`src/rtl/utx_feed.sv`:
```
// Word FIFO feeding a UART transmitter: one word in flight, tx_done timeout,
// and a minimum idle gap (in microsecond ticks) between transfers.
module utx_feed #(
  parameter int AW     = 3,
  parameter int GAP_US = 20,
  parameter int TMO_US = 400
) (
  input  logic          clk_sys,
  input  logic          rst,
  input  logic          pluse_us,
  input  logic [15:0]   wr_data,
  input  logic          wr_vld,
  output logic          wr_rdy,
  input  logic          flush,
  input  logic          clr_err,
  output logic [15:0]   tx_data,
  output logic          tx_vld,
  input  logic          tx_done,
  output logic [AW:0]   level,
  output logic          busy,
  output logic          ovf,
  output logic [7:0]    drop_cnt,
  output logic          tmo_err
);

  localparam int          DEPTH    = 1 << AW;
  localparam logic [AW:0] CNT_FULL = (AW + 1)'(DEPTH);
  localparam logic [15:0] TMO_LAST = 16'(TMO_US - 1);
  localparam logic [15:0] GAP_LAST = 16'(GAP_US - 1);
  localparam logic        NO_GAP   = (GAP_US == 0);

  typedef enum logic [1:0] {S_IDLE, S_SEND, S_WAIT, S_GAP} state_t;

  logic [15:0]   r_mem [DEPTH];
  logic [AW-1:0] r_wptr;
  logic [AW-1:0] r_rptr;
  logic [AW:0]   r_cnt;

  state_t        r_state;
  logic [15:0]   r_tmo;
  logic [15:0]   r_gap;
  logic [15:0]   r_tx_data;
  logic          r_tx_vld;
  logic          r_busy;
  logic          r_ovf;
  logic [7:0]    r_drop;
  logic          r_tmo_err;

  logic          w_full;
  logic          w_empty;
  logic          w_push;
  logic          w_pop;
  logic          w_rej;
  logic [15:0]   w_head;

  // Full/empty come from the registered count only, so a pop in the same
  // cycle never makes room for a write that arrived while full.
  assign w_full  = (r_cnt == CNT_FULL);
  assign w_empty = (r_cnt == '0);
  assign w_push  = wr_vld & ~w_full & ~flush;
  assign w_rej   = wr_vld &  w_full & ~flush;
  assign w_pop   = (r_state == S_IDLE) & ~w_empty & ~flush;
  assign w_head  = r_mem[r_rptr];

  assign wr_rdy   = ~w_full;
  assign level    = r_cnt;
  assign busy     = r_busy;
  assign tx_data  = r_tx_data;
  assign tx_vld   = r_tx_vld;
  assign ovf      = r_ovf;
  assign drop_cnt = r_drop;
  assign tmo_err  = r_tmo_err;

  always_ff @(posedge clk_sys) begin
    if (w_push) r_mem[r_wptr] <= wr_data;
  end

  always_ff @(posedge clk_sys) begin
    if (rst || flush) begin
      r_wptr <= '0;
      r_rptr <= '0;
      r_cnt  <= '0;
    end else begin
      if (w_push) r_wptr <= r_wptr + 1'b1;
      if (w_pop)  r_rptr <= r_rptr + 1'b1;
      case ({w_push, w_pop})
        2'b10:   r_cnt <= r_cnt + 1'b1;
        2'b01:   r_cnt <= r_cnt - 1'b1;
        default: r_cnt <= r_cnt;
      endcase
    end
  end

  // A new overflow in the same cycle as clr_err restarts the count at one.
  always_ff @(posedge clk_sys) begin
    if (rst) begin
      r_ovf  <= 1'b0;
      r_drop <= 8'd0;
    end else if (w_rej) begin
      r_ovf <= 1'b1;
      if (clr_err)              r_drop <= 8'd1;
      else if (r_drop != 8'hFF) r_drop <= r_drop + 8'd1;
    end else if (clr_err) begin
      r_ovf  <= 1'b0;
      r_drop <= 8'd0;
    end
  end

  always_ff @(posedge clk_sys) begin
    if (rst) begin
      r_state   <= S_IDLE;
      r_tx_data <= 16'h0000;
      r_tx_vld  <= 1'b0;
      r_busy    <= 1'b0;
      r_tmo     <= '0;
      r_gap     <= '0;
      r_tmo_err <= 1'b0;
    end else begin
      r_tx_vld <= 1'b0;
      if (clr_err) r_tmo_err <= 1'b0;
      case (r_state)
        S_IDLE: begin
          if (w_pop) begin
            r_tx_data <= w_head;
            r_state   <= S_SEND;
            r_busy    <= 1'b1;
          end
        end
        S_SEND: begin
          r_tx_vld <= 1'b1;
          r_tmo    <= '0;
          r_state  <= S_WAIT;
        end
        S_WAIT: begin
          if (tx_done || (pluse_us && r_tmo == TMO_LAST)) begin
            if (!tx_done) r_tmo_err <= 1'b1;
            r_gap <= '0;
            if (NO_GAP) begin
              r_state <= S_IDLE;
              r_busy  <= 1'b0;
            end else begin
              r_state <= S_GAP;
            end
          end else if (pluse_us) begin
            r_tmo <= r_tmo + 1'b1;
          end
        end
        S_GAP: begin
          if (pluse_us) begin
            if (r_gap == GAP_LAST) begin
              r_state <= S_IDLE;
              r_busy  <= 1'b0;
            end else begin
              r_gap <= r_gap + 1'b1;
            end
          end
        end
        default: begin
          r_state <= S_IDLE;
          r_busy  <= 1'b0;
        end
      endcase
    end
  end

endmodule

```
`config.mk`:
```
export PLATFORM = sky130hd
export DESIGN_NAME = utx_feed
export DESIGN_NICKNAME = d
export VERILOG_FILES = /design/src/rtl/utx_feed.sv
export SDC_FILE = /design/constraint.sdc
export NUM_CORES = 1
export LEC_CHECK = 0
export CORE_ASPECT_RATIO = 2
export CORE_MARGIN = 5
export CORE_UTILIZATION = 59
export DETAILED_ROUTE_END_ITERATION = 10
export PLACE_DENSITY = 0.86
export SETUP_SLACK_MARGIN = 0.15
export SYNTH_ARGS = -nofsm -noshare
export SYNTH_HDL_FRONTEND = slang
export SYNTH_SLANG_ARGS = --single-unit
```
`constraint.sdc`:
```
create_clock -name clk_sys -period 3.4 [get_ports clk_sys]
set_input_delay 0.34 -clock clk_sys [delete_from_list [all_inputs] [get_ports clk_sys]]
set_output_delay 0.34 -clock clk_sys [all_outputs]
set_load 0.02 [all_outputs]
```
# ---- Word level (Yosys, flattened, before mapping)
# Memory sizes are Yosys's and may differ from the RTL's. A register that Yosys moved wholly into a read port is not among the register bits.
# Index checks and enable logic that the tools add are counted.
# Widths: inputs -> output; s select.
dict set report totals {
  regBits 56
  ramBits 128
  in_bits 23
  output_inout_bits 33
  word_cells 91
  n_memories 1
}
# name depth word_bits read_ports rd_clocked_by_memory_dff wr line
set mem_list {}
lappend mem_list {r_mem 8 16 1 1 1 34} ;# logic [15:0] r_mem [DEPTH];
dict set report classes {
  addsub 7
  eq_ne 16
  mux 30
  bitwise 9
  n_reduce_logical 17
}
# operator n
set op_table {}
lappend op_table {{$mux 16} 5}
lappend op_table {{$pmux 16 s2} 2}
lappend op_table {{$add 16x1->16 const B} 2}
lappend op_table {{$mux 8} 4}
lappend op_table {{$eq 16x5->1 const B} 1}
lappend op_table {{$eq 16x9->1 const B} 1}
lappend op_table {{$ne 2x2->1 const B} 7}
lappend op_table {{$mux 1} 12}
lappend op_table {{$reduce_and 4->1} 3}
lappend op_table {{$reduce_bool 2->1} 6}
lappend op_table {{$add 8x1->8 const B} 1}
lappend op_table {{$mux 2} 4}
lappend op_table {{$ne 8x8->1 const B} 1}
lappend op_table {{$pmux 2 s4} 1}
lappend op_table {{$pmux 4 s2} 1}
lappend op_table {{$add 3x1->3 const B} 2}
lappend op_table {{$and 1x1->1} 6}
lappend op_table {{$eq 2x2->1 const B} 3}
lappend op_table {{$add 4x1->4 const B} 1}
lappend op_table {{$eq 2x1->1 const B} 2}
lappend op_table {{$eq 4x4->1 const B} 1}
lappend op_table {{$logic_not 4->1} 1}
lappend op_table {{$reduce_and 2->1} 2}
lappend op_table {{$sub 4x1->4 const B} 1}
lappend op_table {{6 further kinds} 9}

# ---- Logic depth before layout (Yosys ltp)
# Gate-level depths: netlist of run 1.
dict set report logic_depth {
  word_depth 6
  ltp_mapped 12
  mapped_depth_nobuf 10
}

# ---- Worst setup path after synthesis of run 1
# Ideal clock, no wire load.
dict set report synth_path {
  kind {register to register}
  from {reg r_cnt[1] (netlist: level[1])}
  to {reg r_cnt[2] (netlist: level[2])}
  setup_ns 0.071
  arrival_ns 2.791
  required_time_ns 3.329
  path_slack_ns 0.539
  stages_incl_launch_ff 13
  synth_period_minus_slack_ns 2.861
  cell_sequence {dfxtp_1 > clkbuf_1 > nor4_1 > nor3b_1 > clkbuf_1 > clkbuf_1 > ha_1 > xor2_1 > ha_1 > a21oi_1 > xor2_1 > or3_1 > a21oi_1}
}
dict set report synth_between {
  elab_chain_cells 6
}
# element line
set synth_lines {}
lappend synth_lines {{start: declaration} 37} ;# logic [AW:0] r_cnt;
lappend synth_lines {{start signal: assignment} 87} ;# 2'b10: r_cnt <= r_cnt + 1'b1;
lappend synth_lines {{start signal: assignment} 88} ;# 2'b01: r_cnt <= r_cnt - 1'b1;
lappend synth_lines {{start signal: assignment} 89} ;# default: r_cnt <= r_cnt;
lappend synth_lines {{$logic_not 4->1 *} 59} ;# assign w_empty = (r_cnt == '0);
lappend synth_lines {{$not 1->1 *} 62} ;# assign w_pop = (r_state == S_IDLE) & ~w_empty & ~flush;
lappend synth_lines {{$and 1x1->1 * (2 in series)} 62}
lappend synth_lines {{net w_pop} 52} ;# logic w_pop;
lappend synth_lines {{$eq 2x1->1 or $eq 2x2->1 (tied branches)} 86} ;# case ({w_push, w_pop})
lappend synth_lines {{$pmux 4 s2 or $reduce_bool 2->1 (tied branches)} -}
# The timed path passes the listed nets; every way through them passes the cells marked *.
# A chain may end at the register's enable or synchronous reset.

# ---- Worst setup path in the final report of run 1
dict set report layout_path {
  from {reg r_cnt[0] (netlist: level[0])}
  to {reg r_cnt[2] (netlist: level[2])}
}
dict set report layout_between {
  elab_chain_cells 6
}
# element line
set layout_lines {}
lappend layout_lines {{$eq 4x4->1 or $logic_not 4->1 (tied branches)} {58, 59}}
lappend layout_lines {{$not 1->1 (on tied branches)} {60, 62}}
lappend layout_lines {{$and 1x1->1 (on tied branches) (2 in series)} {60, 62}}
lappend layout_lines {{$eq 2x1->1 or $eq 2x2->1 (tied branches)} 86}
lappend layout_lines {{$pmux 4 s2 or $reduce_bool 2->1 (tied branches)} -}
# Several ways; a longest one is shown, not always the timed one.

==> flow_metrics.py, run 1 <==
metrics = {
    "placed_design": {
        "gp_routability_congestion": 0.858,
        "dp_hpwl_mm": 11.7,
        "place_inst": 840,
        "portBuffers": 55,
    },
    "sta": {
        "worstMarginPinSlew_ns": 1.21,
        "drv_slew": 0,
        "slew_headroom": 0.192,
        "setup_violations": 0,
        "fin_crit_ns": 2.71,
        "rsz0062_at_grt": "false",
        "finalCritPeriodShare": 0.796,
        "setup_tns_ns": 0,
        "hold_viol": 0,
        "clock-skew-final_ns": 0.0131,
        "fmaxAchievable_ghz": 0.370,
    },
    "routing": {
        "wl_per_cell_um": 20.3,
        "ant_nets": 0,
        "dr.pass1.iters": 5,
        "via_per_inst": 5.93,
        "totalWireLength_mm": 17.7,
        "drt_iter0_drc": 271,
        "drc": 0,
        "vias": 5167,
    },
    "clock_network": {
        "cts-buffers-inserted": 17,
        "ctsResizeCount": 0,
        "path_clk_slew_ns": 0.08,
        "clkSinkCount": 200,
        "postCtsSetupBuffers": 0,
        "cts-htree-levels": 4,
        "cts_root_buf": "clkbuf_16",
        "tritoncts": "built",
        "postCtsHoldBufs": 0,
        "clk_path_buf_depth": 2,
        "clock_latency_ns": 0.43,
    },
    "power_and_ir_drop": {
        "p_leak_nw": 3.06,
        "powerDensity_nw_per_um2": 524,
        "vdd_drop_max_mv": 0.392,
    },
    "setup_path": {
        "end_kind": "flip-flop",
        "crit_chain": "nor4_1, nor3b_2, buf_4, ha_1, xor2_1, ha_1, a21oi_1, xor2_1, or3_1, a21oi_1",
        "cp_data_required_time_ns": 3.77,
        "cp_num_buf_inv": 1,
        "crit_arrival_ns": 3.07,
        "r2r_start": "level[0]",
        "start_kind": "flip-flop",
        "critPathMaxStageDelay_ns": 0.55,
        "timing.rr.end": "level[2]",
        "path_class": "flip-flop to flip-flop",
        "reg2reg_slack_ns": 0.69,
        "worstRegToRegCells": 10,
        "path_max_fanout": 16,
        "cp_top_family": "simple AND/OR/NAND/NOR gates",
        "cp_slowest_cell": "nor4_1",
    },
    "layout": {
        "fillers": 923,
        "diodes": 0,
        "drive_gt1_frac": 0.135,
        "nNetsFinal": 706,
        "areaGrowthSynthToFinish_pct": 17.0,
        "fin_util": 0.701,
        "fin_cells": 872,
    },
    "synth": {
        "syn-cell-area_um2": 8280,
        "yosysSeqAreaShare": 0.638,
        "avgSynthCellArea_um2": 13.6,
        "yosysTopAreaCellShare": 0.464,
        "synthCells": 611,
        "synth.area.top_cells": "edfxtp_1 46%, dfxtp_1 17%, mux4_2 8.7%",
        "yosysMostFrequentCell": "edfxtp_1",
        "synth_nets": 647,
        "ys_types": 49,
        "synth_warnings": 0,
        "ys_top_cells_by_count": "128 x edfxtp_1, 72 x dfxtp_1, 69 x nor2_1",
        "synth-seq-cells": 200,
        "synth_edf_count": 128,
        "synth_top_cell_by_area": "edfxtp_1",
        "synthFlopType": "edfxtp_1",
        "synthArstFlopShare": 0,
    },
    "die": {
        "die_h_um": 178,
        "design.core.area_um2": 13800,
        "start_util": 0.599,
        "ios": 56,
        "rows": 61,
        "die_w_um": 93.8,
        "dieArea_um2": 16600,
    },
    "hold_path": {
        "min_path_cells": 2,
        "whs_endpoint": "ovf",
        "hold_start": "ovf",
        "hold_path.class": "flip-flop to flip-flop",
    },
    "grt": {
        "antenna_found_initial": 0,
        "grt_first_pass_wirelength_mm": 27.9,
        "grt_max_degree": 40,
        "grt.overflow.total": 0,
        "track_usage": 0.223,
        "grt_pass1_vias": 5431,
    },
    "job": {
        "cap_viol_max_count": 0,
    },
    "run_status": {
        "status": "finished clean",
    },
}
## area by class of cell
| type | count | area (um^2) | area share |
|---|---|---|---|
| clock buffer | 18 | 429 | 0.0443 |
| inverter | 8 | 30.0 | 0.00310 |
| clock inverter | 14 | 183 | 0.0189 |
| sequential | 200 | 5290 | 0.546 |
| multi-input combinational | 373 | 2860 | 0.295 |
| tap | 189 | 236 | 0.0244 |
| timing repair buffer | 70 | 663 | 0.0684 |
## metal layers
layer | track usage | vias to the layer above | part of all wire | wire length (um)
li1 | - | 2421 | - | -
met1 | 0.239 | 2542 | 0.36 | 6300
met2 | 0.421 | 168 | 0.57 | 10200
met3 | 0.0344 | 36 | 0.042 | 739
met4 | 0.0970 | 0 | 0.027 | 483
met5 | 0 | - | 0 | 0
## tightest hold or removal path, delay by kind of cell (launching register included)
kind	cells	cell delay, ns
flops	1	0.31
simple gates	1	0.06
compound gates	1	0.06
## report_power, final
part | switching (mW) | leakage [nW] | internal [mW] | total [mW]
sequential | 0.0309 | 1.74 | 2.62 | 2.65
combinational | 0.253 | 1.02 | 0.166 | 0.418
clock | 1.01 | 0.293 | 1.00 | 2.01
## state kept, by name, summed over array words and instances, names as in the netlist
name and cells:
busy 1, drop_cnt 8, level 4, ovf 1, r_gap 16, r_mem 128
r_rptr 3, r_state 2, r_tmo 16, r_wptr 3, tmo_err 1, tx_data 16
tx_vld 1
## cell usage in the layout (no fill, tap or decap), types with 3 or more instances in the layout
cell type,Yosys,routed
and2_1,4,4
nor4_1,4,4
a311oi_1,4,4
buf_4,0,15
inv_1,7,7
nand3_1,19,19
xnor2_1,12,12
clkdlybuf4s50_1,0,55
a21oi_1,29,29
or3_1,4,4
mux4_2,32,32
o21ai_0,13,13
and3_1,4,4
mux2i_1,21,21
nor2_1,69,69
edfxtp_1,128,128
a31oi_1,7,7
clkinv_4,0,3
nand4_1,7,7
inv_6,0,3
or2_2,3,3
o21a_1,3,3
nand3b_1,4,4
xor2_1,14,14
nand2_1,40,40
dfxtp_1,72,71
a211oi_1,19,19
clkbuf_16,0,17
nand2b_1,6,6
ha_1,13,13
nor2b_1,9,9
clkinv_8,0,6
or4_1,3,3
nor3_1,7,5
## per-stage QoR
| stage | instance area, um^2 | setup slack (ns) | hold slack, ns | power, mW |
|---|---|---|---|---|
| finish | 9690 | 0.694 | 0.475 | 5.08 |
| floorplan | 8280 | 0.539 | 0.436 | 2.96 |
| CTS | 9690 | 0.675 | 0.477 | 5.12 |
| detailed placement | 9080 | 0.384 | 0.466 | 3.12 |
| global placement | 9080 | 0.550 | 0.464 | 3.10 |
| global route | 9690 | 0.427 | 0.508 | 5.26 |
## how the worst max path moves through the flow
stage,from,end,slack (ns),cells after the start
floorplan,level[1],level[2],0.54,12
global placement,flush,level[2],0.55,11
detailed placement,flush,level[2],0.38,11
CTS,level[0],level[2],0.67,10
global route,level[0],level[2],0.43,10
finish,level[0],level[2],0.69,10
## kinds of logic (layout without fill, tap and decap cells)
group / Yosys count / after routing / share of synthesized area
flops: 200 / 200 / 0.638
simple gates: 197 / 197 / 0.119
compound gates: 84 / 84 / 0.0650
mux: 53 / 53 / 0.112
buf+inv: 38 / 110 / 0.0181
xor+xnor: 26 / 26 / 0.0275
fa+ha+maj: 13 / 13 / 0.0196
No activity file was read; power rests on OpenSTA's default activity.
==> run 2: changes to the inputs <==
- CORE_UTILIZATION: 59 -> 53
- PLACE_DENSITY: 0.86 -> 0.82
- clock period: 3.4 -> 2.21 ns (I/O delays scaled with it)
==> run 2 against run 1 <==
Against the previous run:
- final area is 9.2% higher
- non-clock buffer count is 48 higher
- sequential share of layout area fell by 4.4 points
- sequential power up 54%
- clock power grew 53%
- die area up 10%
- routed wire length is 8.2% higher
- largest cell class unchanged
- global-route usage shrank 1.3 points
- count of clock-buffer cells in the layout is the same
- worst setup slack lost 0.68 ns
- clock skew about the same
==> flow_metrics.py, run 2 (synthesis gave the netlist of run 1 again) <==
metrics = {
    "power_and_ir_drop": {
        "powerDensity_nw_per_um2": 755,
        "vdd_drop_max_mv": 0.871,
        "p_leak_nw": 3.36,
        "p_total_mw": 7.99,
    },
    "setup_path": {
        "path_class": "flip-flop to flip-flop",
        "reg2reg_slack_ns": 0.02,
        "cp_data_required_time_ns": 2.56,
        "end_kind": "flip-flop",
        "path_max_fanout": 5,
        "worstRegToRegCells": 10,
        "start_kind": "flip-flop",
        "crit_arrival_ns": 2.55,
    },
    "layout": {
        "fillers": 1026,
        "final_common_cell": "edfxtp_1",
        "largest_reg_flops": 128,
        "areaGrowthSynthToFinish_pct": 27.8,
        "drive_gt1_frac": 0.293,
        "mostFrequentLayoutCells": "128 x edfxtp_1, 61 x nor2_1, 61 x dfxtp_1, 53 x clkdlybuf4s50_1, 40 x buf_4",
        "fin_util": 0.688,
        "nNetsFinal": 754,
        "diodes": 0,
        "regMostFlops": "r_mem",
    },
    "clock_network": {
        "path_clk_slew_ns": 0.07,
        "cts_root_buf": "clkbuf_16",
        "clkSinkCount": 200,
        "postCtsHoldBufs": 0,
        "clock_latency_ns": 0.44,
        "tritoncts": "built",
        "cts-buffers-inserted": 17,
        "cts-htree-levels": 4,
        "clk_path_buf_depth": 2,
    },
    "routing": {
        "wl_per_cell_um": 20.6,
        "ant_nets": 0,
        "drt_iter0_drc": 267,
        "dr.pass1.iters": 5,
        "vias": 5488,
        "drc": 0,
        "totalWireLength_mm": 19.2,
        "via_per_inst": 5.91,
    },
    "hold_path": {
        "hold_path.class": "input pin to flip-flop",
        "min_path_cells": 2,
    },
    "sta": {
        "finalCritPeriodShare": 0.993,
        "fmaxAchievable_ghz": 0.456,
        "worstMarginPinSlew_ns": 0.639,
        "drv_slew": 0,
        "setup_violations": 0,
        "rsz0062_at_grt": "true",
        "hold_viol": 0,
        "slew_headroom": 0.573,
        "fin_crit_ns": 2.19,
        "clock-skew-final_ns": 0.0126,
    },
    "die": {
        "dieArea_um2": 18400,
        "die_w_um": 98.4,
        "rows": 64,
        "ios": 56,
        "die_h_um": 187,
        "start_util": 0.539,
        "design.core.area_um2": 15400,
    },
    "placed_design": {
        "portBuffers": 55,
        "gp_routability_congestion": 0.889,
        "dp_hpwl_mm": 12.4,
    },
    "grt": {
        "track_usage": 0.210,
        "grt_max_degree": 37,
        "grt_pass1_vias": 5791,
        "grt_first_pass_wirelength_mm": 29.8,
        "grt.overflow.total": 0,
        "antenna_found_initial": 0,
    },
    "run_status": {
        "status": "finished clean",
    },
    "job": {
        "cap_viol_max_count": 0,
    },
}
[run 2: metrics by stage]
step	instance area [um^2]	TNS [ns]	cells	hold WS, ns	setup slack [ns]
after floorplan	8400	-0.0276	611	0.317	-0.0276
after global placement	9530	-0.243	880	0.467	-0.164
after detailed placement	9530	-1.14	880	0.476	-0.272
after CTS	10200	0	916	0.189	0.0410
after global routing	10600	-0.163	929	0.207	-0.118
final	10600	0	929	0.207	0.0159
[run 2: worst paths after layout]
path | startpoint | endpoint
max | level[1] | level[2]
min | rst | r_state[1]
max reg2reg | level[1] | level[2]
min reg2reg | r_gap[11] | r_gap[11]
[run 2: worst max-delay path, cell delays in order, from the launching register on]
cell and delay [ns]:
dfxtp_4 0.37, nor4b_4 0.36, nor2b_2 0.10, inv_2 0.11, ha_4 0.17, xor2_2 0.15, ha_2 0.21, a21oi_2 0.04
xor2_1 0.17, or3_1 0.30, a21oi_1 0.14
[run 2: routing by layer]
| layer | GRT usage | vias to the layer above | routed length (um) |
|---|---|---|---|
| met5 | 0 | - | 0 |
| met4 | 0.0915 | 0 | 593 |
| met3 | 0.0377 | 40 | 612 |
| met2 | 0.406 | 149 | 11400 |
| met1 | 0.211 | 2773 | 6570 |
| li1 | - | 2526 | - |
[run 2: cell type report]
class,instances,area [um^2],share of cell area
clock buffer,18,429,0.0406
clock inverter,14,163,0.0154
inverter,8,30.0,0.00284
multi-input combinational,373,3210,0.304
sequential,200,5310,0.501
tap,198,248,0.0234
timing repair buffer,118,1190,0.113
[run 2: report_power, final]
part | switching (mW) | total, mW | internal [mW]
clock | 1.46 | 3.07 | 1.61
sequential | 0.0398 | 4.07 | 4.03
combinational | 0.488 | 0.845 | 0.357
total | 1.98 | 7.99 | 6.00
[run 2: what timing repair did]
item	4_1_cts	5_1_grt
pin swaps	14	38
buffers inserted	4	13
gates resized for setup	19	71
setup endpoints to repair	26	30
